## config.mk

```make
export PLATFORM = sky130hd
export DESIGN_NAME = seg_capture
export DESIGN_NICKNAME = d
export VERILOG_FILES = /design/src/rtl/seg_capture.sv
export SDC_FILE = /design/constraint.sdc
export NUM_CORES = 1
export LEC_CHECK = 0
export ABC_AREA = 1
export BUFFER_PORTS_ARGS = -buffer_cell sky130_fd_sc_hd__buf_2
export CORE_UTILIZATION = 50
export CTS_CLUSTER_SIZE = 24
export DETAILED_ROUTE_END_ITERATION = 7
export PLACE_DENSITY_LB_ADDON = 0.12
export SETUP_SLACK_MARGIN = 0.1
export SYNTH_ARGS = -nofsm -noshare
export SYNTH_HDL_FRONTEND = slang
export SYNTH_SLANG_ARGS = --single-unit
```

## constraint.sdc

```tcl
create_clock -name ck -period 2.75 [get_ports ck]
set_input_delay 0.1375 -clock ck [delete_from_list [all_inputs] [get_ports ck]]
set_output_delay 0.1375 -clock ck [all_outputs]
set_load 0.02 [all_outputs]
```

## src/rtl/seg_capture.sv

```systemverilog
// Samples a multiplexed 2-digit 7-segment bus, debounces each strobe and rebuilds the 0..99 value.
// Optional SEG_CAPTURE_CHG_ONLY_EN: suppress num_vld when a completed frame repeats the current num.
module seg_capture #(
  parameter int STABLE = 1,
  parameter int ERR_W  = 8
) (
  input  logic             ck,
  input  logic             rst_n,
  input  logic [6:0]       dig,
  input  logic [7:0]       an,
  input  logic             err_clr,
  output logic [6:0]       num,
  output logic             num_vld,
  output logic [3:0]       d0,
  output logic [3:0]       d1,
  output logic             err,
  output logic [ERR_W-1:0] err_cnt
);

  localparam logic [3:0]       STB     = 4'(STABLE);
  localparam logic [ERR_W-1:0] ERR_ONE = {{(ERR_W-1){1'b0}}, 1'b1};

  logic [7:0]       an_q, an_d;
  logic [6:0]       dig_q, dig_d;
  logic [3:0]       cnt_q, cnt_d;
  logic             acc_q, acc_d;
  logic [3:0]       d0_q, d0_d, d1_q, d1_d;
  logic             u_ok_q, u_ok_d, t_ok_q, t_ok_d;
  logic [6:0]       num_q, num_d;
  logic             num_vld_q, num_vld_d;
  logic             err_q, err_d;
  logic [ERR_W-1:0] err_cnt_q, err_cnt_d;
`ifdef SEG_CAPTURE_CHG_ONLY_EN
  logic             seen_q, seen_d;
`endif

  logic       same;
  logic       code_ok;
  logic [3:0] digit;
  logic       err_evt;
  logic [6:0] sum;

  // Returns {valid, digit} for an active-low a..g cathode pattern.
  function automatic logic [4:0] decode(input logic [6:0] p);
    case (p)
      7'b0000001: decode = 5'b1_0000;
      7'b1001111: decode = 5'b1_0001;
      7'b0010010: decode = 5'b1_0010;
      7'b0000110: decode = 5'b1_0011;
      7'b1001100: decode = 5'b1_0100;
      7'b0100100: decode = 5'b1_0101;
      7'b0100000: decode = 5'b1_0110;
      7'b0001111: decode = 5'b1_0111;
      7'b0000000: decode = 5'b1_1000;
      7'b0001100: decode = 5'b1_1001;
      default:    decode = 5'b0_0000;
    endcase
  endfunction

  always_comb begin
    an_d  = an;
    dig_d = dig;
    same  = ({an, dig} == {an_q, dig_q});
    if (same) cnt_d = (cnt_q == STB) ? cnt_q : cnt_q + 4'd1;
    else      cnt_d = 4'd1;
    // A run is accepted only on the edge where it first reaches STABLE.
    acc_d = (cnt_d == STB) && !(same && (cnt_q == STB));
  end

  always_comb begin
    {code_ok, digit} = decode(dig_q);
    sum       = ({3'b000, d1_q} * 7'd10) + {3'b000, d0_q};
    d0_d      = d0_q;
    d1_d      = d1_q;
    u_ok_d    = u_ok_q;
    t_ok_d    = t_ok_q;
    num_d     = num_q;
    num_vld_d = 1'b0;
    err_d     = err_q;
    err_cnt_d = err_cnt_q;
    err_evt   = 1'b0;
`ifdef SEG_CAPTURE_CHG_ONLY_EN
    seen_d    = seen_q;
`endif

    if (u_ok_q && t_ok_q) begin
      num_d  = sum;
`ifdef SEG_CAPTURE_CHG_ONLY_EN
      num_vld_d = !seen_q || (sum != num_q);
      seen_d    = 1'b1;
`else
      num_vld_d = 1'b1;
`endif
      u_ok_d = 1'b0;
      t_ok_d = 1'b0;
    end

    // Slot updates come after the frame clear so a same-edge set survives.
    if (acc_q) begin
      case (an_q)
        8'hFE: begin
          if (code_ok) begin
            d0_d   = digit;
            u_ok_d = 1'b1;
          end else begin
            err_evt = 1'b1;
          end
        end
        8'hFD: begin
          if (code_ok) begin
            d1_d   = digit;
            t_ok_d = 1'b1;
          end else begin
            err_evt = 1'b1;
          end
        end
        8'hFF:   err_evt = 1'b0;
        default: err_evt = 1'b1;
      endcase
    end

    if (err_evt) begin
      err_d  = 1'b1;
      u_ok_d = 1'b0;
      t_ok_d = 1'b0;
      if (err_clr)               err_cnt_d = ERR_ONE;
      else if (err_cnt_q != '1)  err_cnt_d = err_cnt_q + ERR_ONE;
    end else if (err_clr) begin
      err_d     = 1'b0;
      err_cnt_d = '0;
    end
  end

  always_ff @(posedge ck or negedge rst_n) begin
    if (!rst_n) begin
      an_q      <= 8'hFF;
      dig_q     <= 7'h7F;
      cnt_q     <= 4'd0;
      acc_q     <= 1'b0;
      d0_q      <= 4'd0;
      d1_q      <= 4'd0;
      u_ok_q    <= 1'b0;
      t_ok_q    <= 1'b0;
      num_q     <= 7'd0;
      num_vld_q <= 1'b0;
      err_q     <= 1'b0;
      err_cnt_q <= '0;
`ifdef SEG_CAPTURE_CHG_ONLY_EN
      seen_q    <= 1'b0;
`endif
    end else begin
      an_q      <= an_d;
      dig_q     <= dig_d;
      cnt_q     <= cnt_d;
      acc_q     <= acc_d;
      d0_q      <= d0_d;
      d1_q      <= d1_d;
      u_ok_q    <= u_ok_d;
      t_ok_q    <= t_ok_d;
      num_q     <= num_d;
      num_vld_q <= num_vld_d;
      err_q     <= err_d;
      err_cnt_q <= err_cnt_d;
`ifdef SEG_CAPTURE_CHG_ONLY_EN
      seen_q    <= seen_d;
`endif
    end
  end

  assign num     = num_q;
  assign num_vld = num_vld_q;
  assign d0      = d0_q;
  assign d1      = d1_q;
  assign err     = err_q;
  assign err_cnt = err_cnt_q;

endmodule

```

==> impl_metrics.yaml, run 1 <==
run_status:
  status: "finished, violations left"
  violations: "negative hold slack"
worst_setup_path:
  cp_top_family: "adder cells"
  crit_slowest_cell: "fa_1"
  endpoint_kind: "flip-flop"
  critical_path.startpoint: "d1[1]$_DFFE_PN0P_"
  cp_max_fo: 5
  crit_type: "reg -> reg"
  cp_common_cell: "ha_1"
  crit_buf_inv: 1
  critPathLaunchType: "flip-flop"
  required_ns: 2.91
  cp.arrival_ns: 2.17
  slowest_delay_ns: 0.48
  r2r-start: "d1[1]$_DFFE_PN0P_"
  path_cells: "ha_1 -> ha_1 -> fa_1 -> inv_1 -> nor2_1 -> xor2_1 -> o21ai_0"
final_layout:
  fin_area_sq_mm: 0.00305
  area_delta_synth_final_pct: 21.5
  drive_above_1_share: 0.229
  fillerInstances: 442
  num-nets-final: 381
  num_antenna_cells: 0
sta:
  drv_slew: 0
  grt_setup_unrepaired: "false"
  clock_skew_ns: 0.0136
  fin_ws_ns: 0.743
  setup_tns_ns: 0
  finalCritPeriodShare: 0.730
  slew_headroom: 0.333
  clock.fmax_ghz: 0.498
  hold_viol: 12
  min_period_ns: 2.01
  setup_viol: 0
  tightest_slew_ns: 1.00
  whs_ns: -0.0153
drt:
  vias: 1996
  antenna_left: 0
  totalWireLength_um: 4670
  drc: 0
  viasPerCell: 4.75
  dr.pass1.iters: 5
  dr.first_iter.drc_count: 67
  avgRoutedWirePerCell_um: 11.1
logic_synthesis:
  synth-edff-count: 0
  yosysTopAreaCell: "dfrtp_1"
  syn_area_sq_mm: 0.00251
  yosysTopAreaCellShare: 0.320
  ys_seq_area_frac: 0.477
  syn-num-nets: 319
  syn-mean-instance-area_sq_um: 8.64
  synth_async_sr_flop_share: 1.00
  synth_seq_cells: 47
  syn_inst: 290
  synthFlopType: "dfrtp_1"
  synth_area_leaders: "dfrtp_1 32%, dfstp_2 16%, nand2_1 12%, inv_1 4.8%, xnor2_1 4.5%"
  yosys_warnings: 0
  yosysUniqueCellTypes: 31
die:
  start_util: 0.524
  pin_count: 43
  dieHeight_um: 72.8
  fp-row-count: 25
  core-area_sq_mm: 0.00479
  die-area_sq_mm: 0.00530
  die_w_um: 72.8
placed_design:
  preCtsSetupSlack_ns: 0.741
  placed_area_sq_mm: 0.00279
  io_buffers: 42
  routabilityCongestion: 0.799
  hpwl_um: 3330
global_routing:
  antenna_found_initial: 0
  first_global_vias: 1872
  grt_overflow: 0
  grt_pass1_wl_um: 7890
  grt_max_degree: 48
  track_usage: 0.196
clocking:
  root_buffer: "clkbuf_8"
  cts_resized: 0
  cts_max_level: 2
  clkLatencyLatePin_ns: 0.30
  clkSinkCount: 47
  cts_setup_buffers: 0
  cts-buffers-inserted: 5
  clockBufferDepth: 2
  tritoncts: "done"
  clk_pin_slew_ns: 0.09
power_and_ir_drop:
  peakVddDrop_v: 0.000350
  leakagePower_nw: 1.57
  power.total_mw: 1.36
  power_density_mw_per_mm2: 446
worst_hold_path:
  hp-class: "in -> async"
flow_run:
  maxCapViolCount: 0
## final cells by class
cell class	count	area, sq um	share of cell area
Clock inverter	1	30.0	0.00986
Timing Repair Buffer	57	360	0.118
Sequential cell	47	1190	0.392
Multi-Input combinational cell	202	1150	0.379
Tap cell	67	83.8	0.0275
Inverter	39	146	0.0481
Clock buffer	7	76.3	0.0251
## cell families (layout without fill, tap and decap cells)
group	Yosys count	after routing	share of synthesized area
simple gates	141	141	0.252
compound gates	24	24	0.0549
fa+ha+maj	11	11	0.0609
xor+xnor	24	24	0.0839
flops	47	47	0.477
buf+inv	41	104	0.0629
mux	2	2	0.00849
## synth_stat cells, drive strengths merged (2+ instances only)
cell type	n
nand2	82
inv	38
dfrtp	32
nor2	28
nand3	18
dfstp	15
o21ai	15
xnor2	13
xor2	11
ha	9
nand4	7
a21oi	5
nor3	3
o2111ai	3
fa	2
## path summary, 6_finish.rpt
path,endpoint,slack [ns],cells past startpoint
min in group ck,err_cnt[7]$_DFFE_PN0P_,0.19,4
hold / removal,num_vld$_DFF_PN0_,-0.02,1
max in group asynchronous,d0[3]$_DFFE_PN0P_,2.13,1
setup / recovery,num[6]$_DFFE_PN0P_,0.74,7
hold reg to reg,num[4]$_DFFE_PN0P_,0.48,2
setup reg to reg,num[6]$_DFFE_PN0P_,0.74,7
## where the power goes
group | switching [mW] | leakage [nW] | internal, mW | total, mW
Sequential | 0.0186 | 0.584 | 0.717 | 0.736
Combinational | 0.0686 | 0.932 | 0.0567 | 0.125
Clock | 0.226 | 0.0524 | 0.272 | 0.498
Total | 0.313 | 1.57 | 1.05 | 1.36
## worst reg2reg max path, stage by stage (launching register included)
cell,delay (ns)
dfrtp_1,0.43
ha_1,0.32
ha_1,0.22
fa_1,0.48
inv_1,0.05
nor2_1,0.12
xor2_1,0.14
o21ai_0,0.11
## state kept, by name, summed over array words and instances, names as in the netlist
register / count
an_q: 8
err_cnt: 8
dig_q: 7
num: 7
cnt_q: 4
d0: 4
d1: 4
acc_q: 1
err: 1
num_vld: 1
t_ok_q: 1
u_ok_q: 1
## cell usage in the layout, fill, tap and decap left out, types with 2 or more instances in the layout
cell type / instances
nor3_1: 3
clkbuf_8: 5
nand2_4: 2
o21ai_0: 5
nor2_1: 23
o21ai_1: 10
xnor2_1: 13
dfrtp_1: 32
o2111ai_1: 3
nand3_2: 2
dlygate4sd3_1: 15
dfstp_2: 15
a21oi_1: 5
buf_2: 42
nand4_1: 7
inv_1: 32
nor2_4: 2
nor2_2: 3
nand3_1: 16
clkbuf_1: 2
fa_1: 2
inv_2: 6
nand2_1: 79
xor2_1: 11
ha_1: 9
## through the flow
step | util | instances
global placement | 0.583 | 397
detailed placement | 0.583 | 397
floorplan | - | 290
global route | 0.636 | 420
CTS | 0.636 | 420
finish | 0.636 | 420
## metal layers
| metal | wire [um] | share of wire | global-route usage |
|---|---|---|---|
| met5 | 0 | 0 | 0 |
| met4 | 87 | 0.019 | 0.0850 |
| met3 | 151 | 0.032 | 0.0345 |
| met2 | 2300 | 0.49 | 0.352 |
| met1 | 2130 | 0.46 | 0.228 |
## repair_timing
action / 4_1_cts / 5_1_grt
endpoints found under the hold margin: 15 / 0
endpoints found under the setup margin: 0 / 0
hold buffers: 15 / 0
Power figures use the tool's default switching activity.
==> run 2, diff against run 1 <==
--- a/config.mk
+++ b/config.mk
@@ -5,7 +5,7 @@
 export SDC_FILE = /design/constraint.sdc
 export NUM_CORES = 1
 export LEC_CHECK = 0
-export ABC_AREA = 1
+export ABC_AREA = 0
 export BUFFER_PORTS_ARGS = -buffer_cell sky130_fd_sc_hd__buf_2
 export CORE_UTILIZATION = 50
 export CTS_CLUSTER_SIZE = 24
==> constraint.sdc (replaced) <==
create_clock -name ck -period 2.1 [get_ports ck]
set_input_delay 0.105 -clock ck [delete_from_list [all_inputs] [get_ports ck]]
set_output_delay 0.105 -clock ck [all_outputs]
set_load 0.02 [all_outputs]
==> run 2 against run 1 <==
  * The run now ends clean
  * Synthesized cell count is 18% lower
  * Non-clock buffer count is 23 higher
  * Fmax is 0.21% lower
  * Total power is 28% higher
  * Register-to-register slack worse by 0.65 ns
==> impl_metrics.yaml, run 2 <==
run_status:
  status: "completed"
logic_synthesis:
  synth_area_leaders: "dfrtp_1 32%, dfstp_2 16%, xor2_1 6.2%, ha_1 4.5%, nand2_1 3.3%"
  yosys_warnings: 0
  syn_inst: 237
  synth_async_sr_flop_share: 1.00
  synth_seq_cells: 47
  synthTopCellsByCount: "32 x dfrtp_1, 22 x nand2_1, 18 x xor2_1, 15 x dfstp_2, 15 x o21ai_0"
  syn-num-nets: 266
  yosysTopAreaCellShare: 0.317
  yosysTopAreaCell: "dfrtp_1"
  synth_most_common_cell: "dfrtp_1"
  ys_seq_area_frac: 0.472
  syn_area_sq_mm: 0.00253
  yosysUniqueCellTypes: 55
  synth-edff-count: 0
  syn-mean-instance-area_sq_um: 10.7
  synthFlopType: "dfrtp_1"
final_layout:
  final_cells: 382
  drive_above_1_share: 0.352
  area_delta_synth_final_pct: 28.9
  num_antenna_cells: 0
  layout_commonest_cell: "buf_2"
  num-nets-final: 343
  fillerInstances: 399
  final_cell_mix: "42 x buf_2, 32 x dfrtp_1, 21 x nand2_1, 21 x buf_4, 18 x xor2_1"
die:
  dieHeight_um: 73.1
  pin_count: 43
  die-area_sq_mm: 0.00535
  fp-row-count: 25
  core-area_sq_mm: 0.00479
  die_w_um: 73.1
  start_util: 0.529
drt:
  dr.pass1.iters: 6
  highest_layer: "met4"
  vias: 1985
  drc: 0
  wl_met3_um: 151
  antenna_left: 0
  dr.first_iter.drc_count: 47
  viasPerCell: 5.20
  route.met2.wl_um: 2700
  avgRoutedWirePerCell_um: 14.1
  wl_met1_um: 2450
  totalWireLength_um: 5390
clocking:
  clkLatencyLatePin_ns: 0.31
  clockBufferDepth: 2
  clkSinkCount: 47
  root_buffer: "clkbuf_8"
  cts-buffers-inserted: 5
  tritoncts: "done"
  cts_max_level: 2
  clk_pin_slew_ns: 0.10
sta:
  hold_viol: 0
  setup_viol: 0
  finalCritPeriodShare: 0.958
  tightest_slew_ns: 0.442
  drv_slew: 0
  slew_headroom: 0.705
  clock_skew_ns: 0.00788
  grt_setup_unrepaired: "true"
  clock.fmax_ghz: 0.497
  min_period_ns: 2.01
  setup_tns_ns: 0
power_and_ir_drop:
  power_density_mw_per_mm2: 533
  peakVddDrop_v: 0.000334
  leakagePower_nw: 1.48
  pwr-share-comb: 0.113
  clock_power_share: 0.328
  switching_share: 0.265
  seq_power_share: 0.559
  p_int_mw: 1.28
  p_sw_mw: 0.460
worst_setup_path:
  cp_top_family: "compound AO/OA/AOI/OAI gates"
  crit_slowest_cell: "dfstp_2"
  crit_buf_inv: 0
  slowest_delay_ns: 0.61
  cp.arrival_ns: 2.21
  required_ns: 2.30
  critPathLaunchType: "flip-flop"
  path_cells: "or3_4 -> a21oi_2 -> o31a_2 -> o21bai_4 -> and4_4 -> mux2_4"
  endpoint_kind: "flip-flop"
  cp_max_fo: 7
  crit_type: "reg -> reg"
flow_run:
  maxCapViolCount: 0
placed_design:
  place_inst: 345
  routabilityCongestion: 0.810
  io_buffers: 42
  hpwl_um: 3680
global_routing:
  first_global_vias: 1902
  grt_overflow: 0
  grt_max_degree: 30
  grt_pass1_wl_um: 8560
  antenna_found_initial: 0
  track_usage: 0.215
worst_hold_path:
  hp-class: "in -> reg"
run 2: changes by cell type after synthesis, sizes merged, moves of 6 or more:
cell / delta
nand3: -11
nor2b: +6
inv: -29
nor2: -20
xor2: +7
nand2: -60
buf: +6
run 2: area by class of cell:
class / instances / area [sq um] / share of cell area
inverters: 9 / 33.8 / 0.0104
flip-flops and latches: 47 / 1190 / 0.366
clock buffers: 5 / 68.8 / 0.0211
well taps: 67 / 83.8 / 0.0257
multi-input cells: 171 / 1320 / 0.403
repair buffers: 80 / 539 / 0.165
clock inverters: 3 / 25.0 / 0.00767
run 2: final timing paths:
check	start	cells after the start	slack, ns	endpoint
setup / recovery	dig_q[3]$_DFF_PN1_	6	0.09	err_cnt[3]$_DFFE_PN0P_
max in group asynchronous	rst_n	3	1.08	an_q[6]$_DFF_PN1_
setup reg to reg	dig_q[3]$_DFF_PN1_	6	0.09	err_cnt[3]$_DFFE_PN0P_
hold reg to reg	num[2]$_DFFE_PN0P_	2	0.48	num[2]$_DFFE_PN0P_
hold / removal	err_clr	2	0.08	err_cnt[4]$_DFFE_PN0P_
min in group asynchronous	rst_n	2	0.26	num[2]$_DFFE_PN0P_
run 2: layer usage:
metal	vias to the layer above	track usage
met5	-	0
met4	0	0.0806
met3	10	0.0483
met2	36	0.365
met1	934	0.265
li1	1005	-
run 2: cell families (layout without fill, tap and decap cells):
family / after synthesis / after routing / share of synthesized area
AOI/OAI and AO/OA: 45 / 45 / 0.131
xor gates and xnor gates: 26 / 26 / 0.0900
adders and majority gates: 11 / 11 / 0.0603
buffers and inverters: 19 / 97 / 0.0351
DFF: 47 / 47 / 0.472
muxes: 5 / 5 / 0.0232
and+or+nand+nor: 84 / 84 / 0.188
run 2: per-stage QoR:
stage	power [mW]	utilization	hold WS (ns)	instance area, sq um	setup slack, ns
2_1_floorplan	1.07	-	-0.191	2530	0.101
3_3_place_gp	1.13	0.593	0.0664	2840	0.131
3_5_place_dp	1.14	0.593	0.0757	2840	0.0721
4_1_cts	1.74	0.656	0.0677	3140	0.0914
5_1_grt	1.81	0.681	0.0879	3260	0.0516
6_report	1.74	0.681	0.0775	3260	0.0891
run 2: power by group through the flow:
stage | Combinational, mW | Clock, mW | Sequential, mW
after floorplan | 0.0872 | 0 | 0.980
after global placement | 0.147 | 0 | 0.987
after detailed placement | 0.148 | 0 | 0.989
after CTS | 0.180 | 0.588 | 0.971
after global routing | 0.217 | 0.614 | 0.976
final | 0.196 | 0.570 | 0.972
run 2: what timing repair did:
action,4_1_cts,5_1_grt
hold endpoints to repair,19,0
hold buffers,16,0
setup buffers,6,7
resized for setup,1,13
pin swaps,0,9
endpoints found under the setup margin,12,18
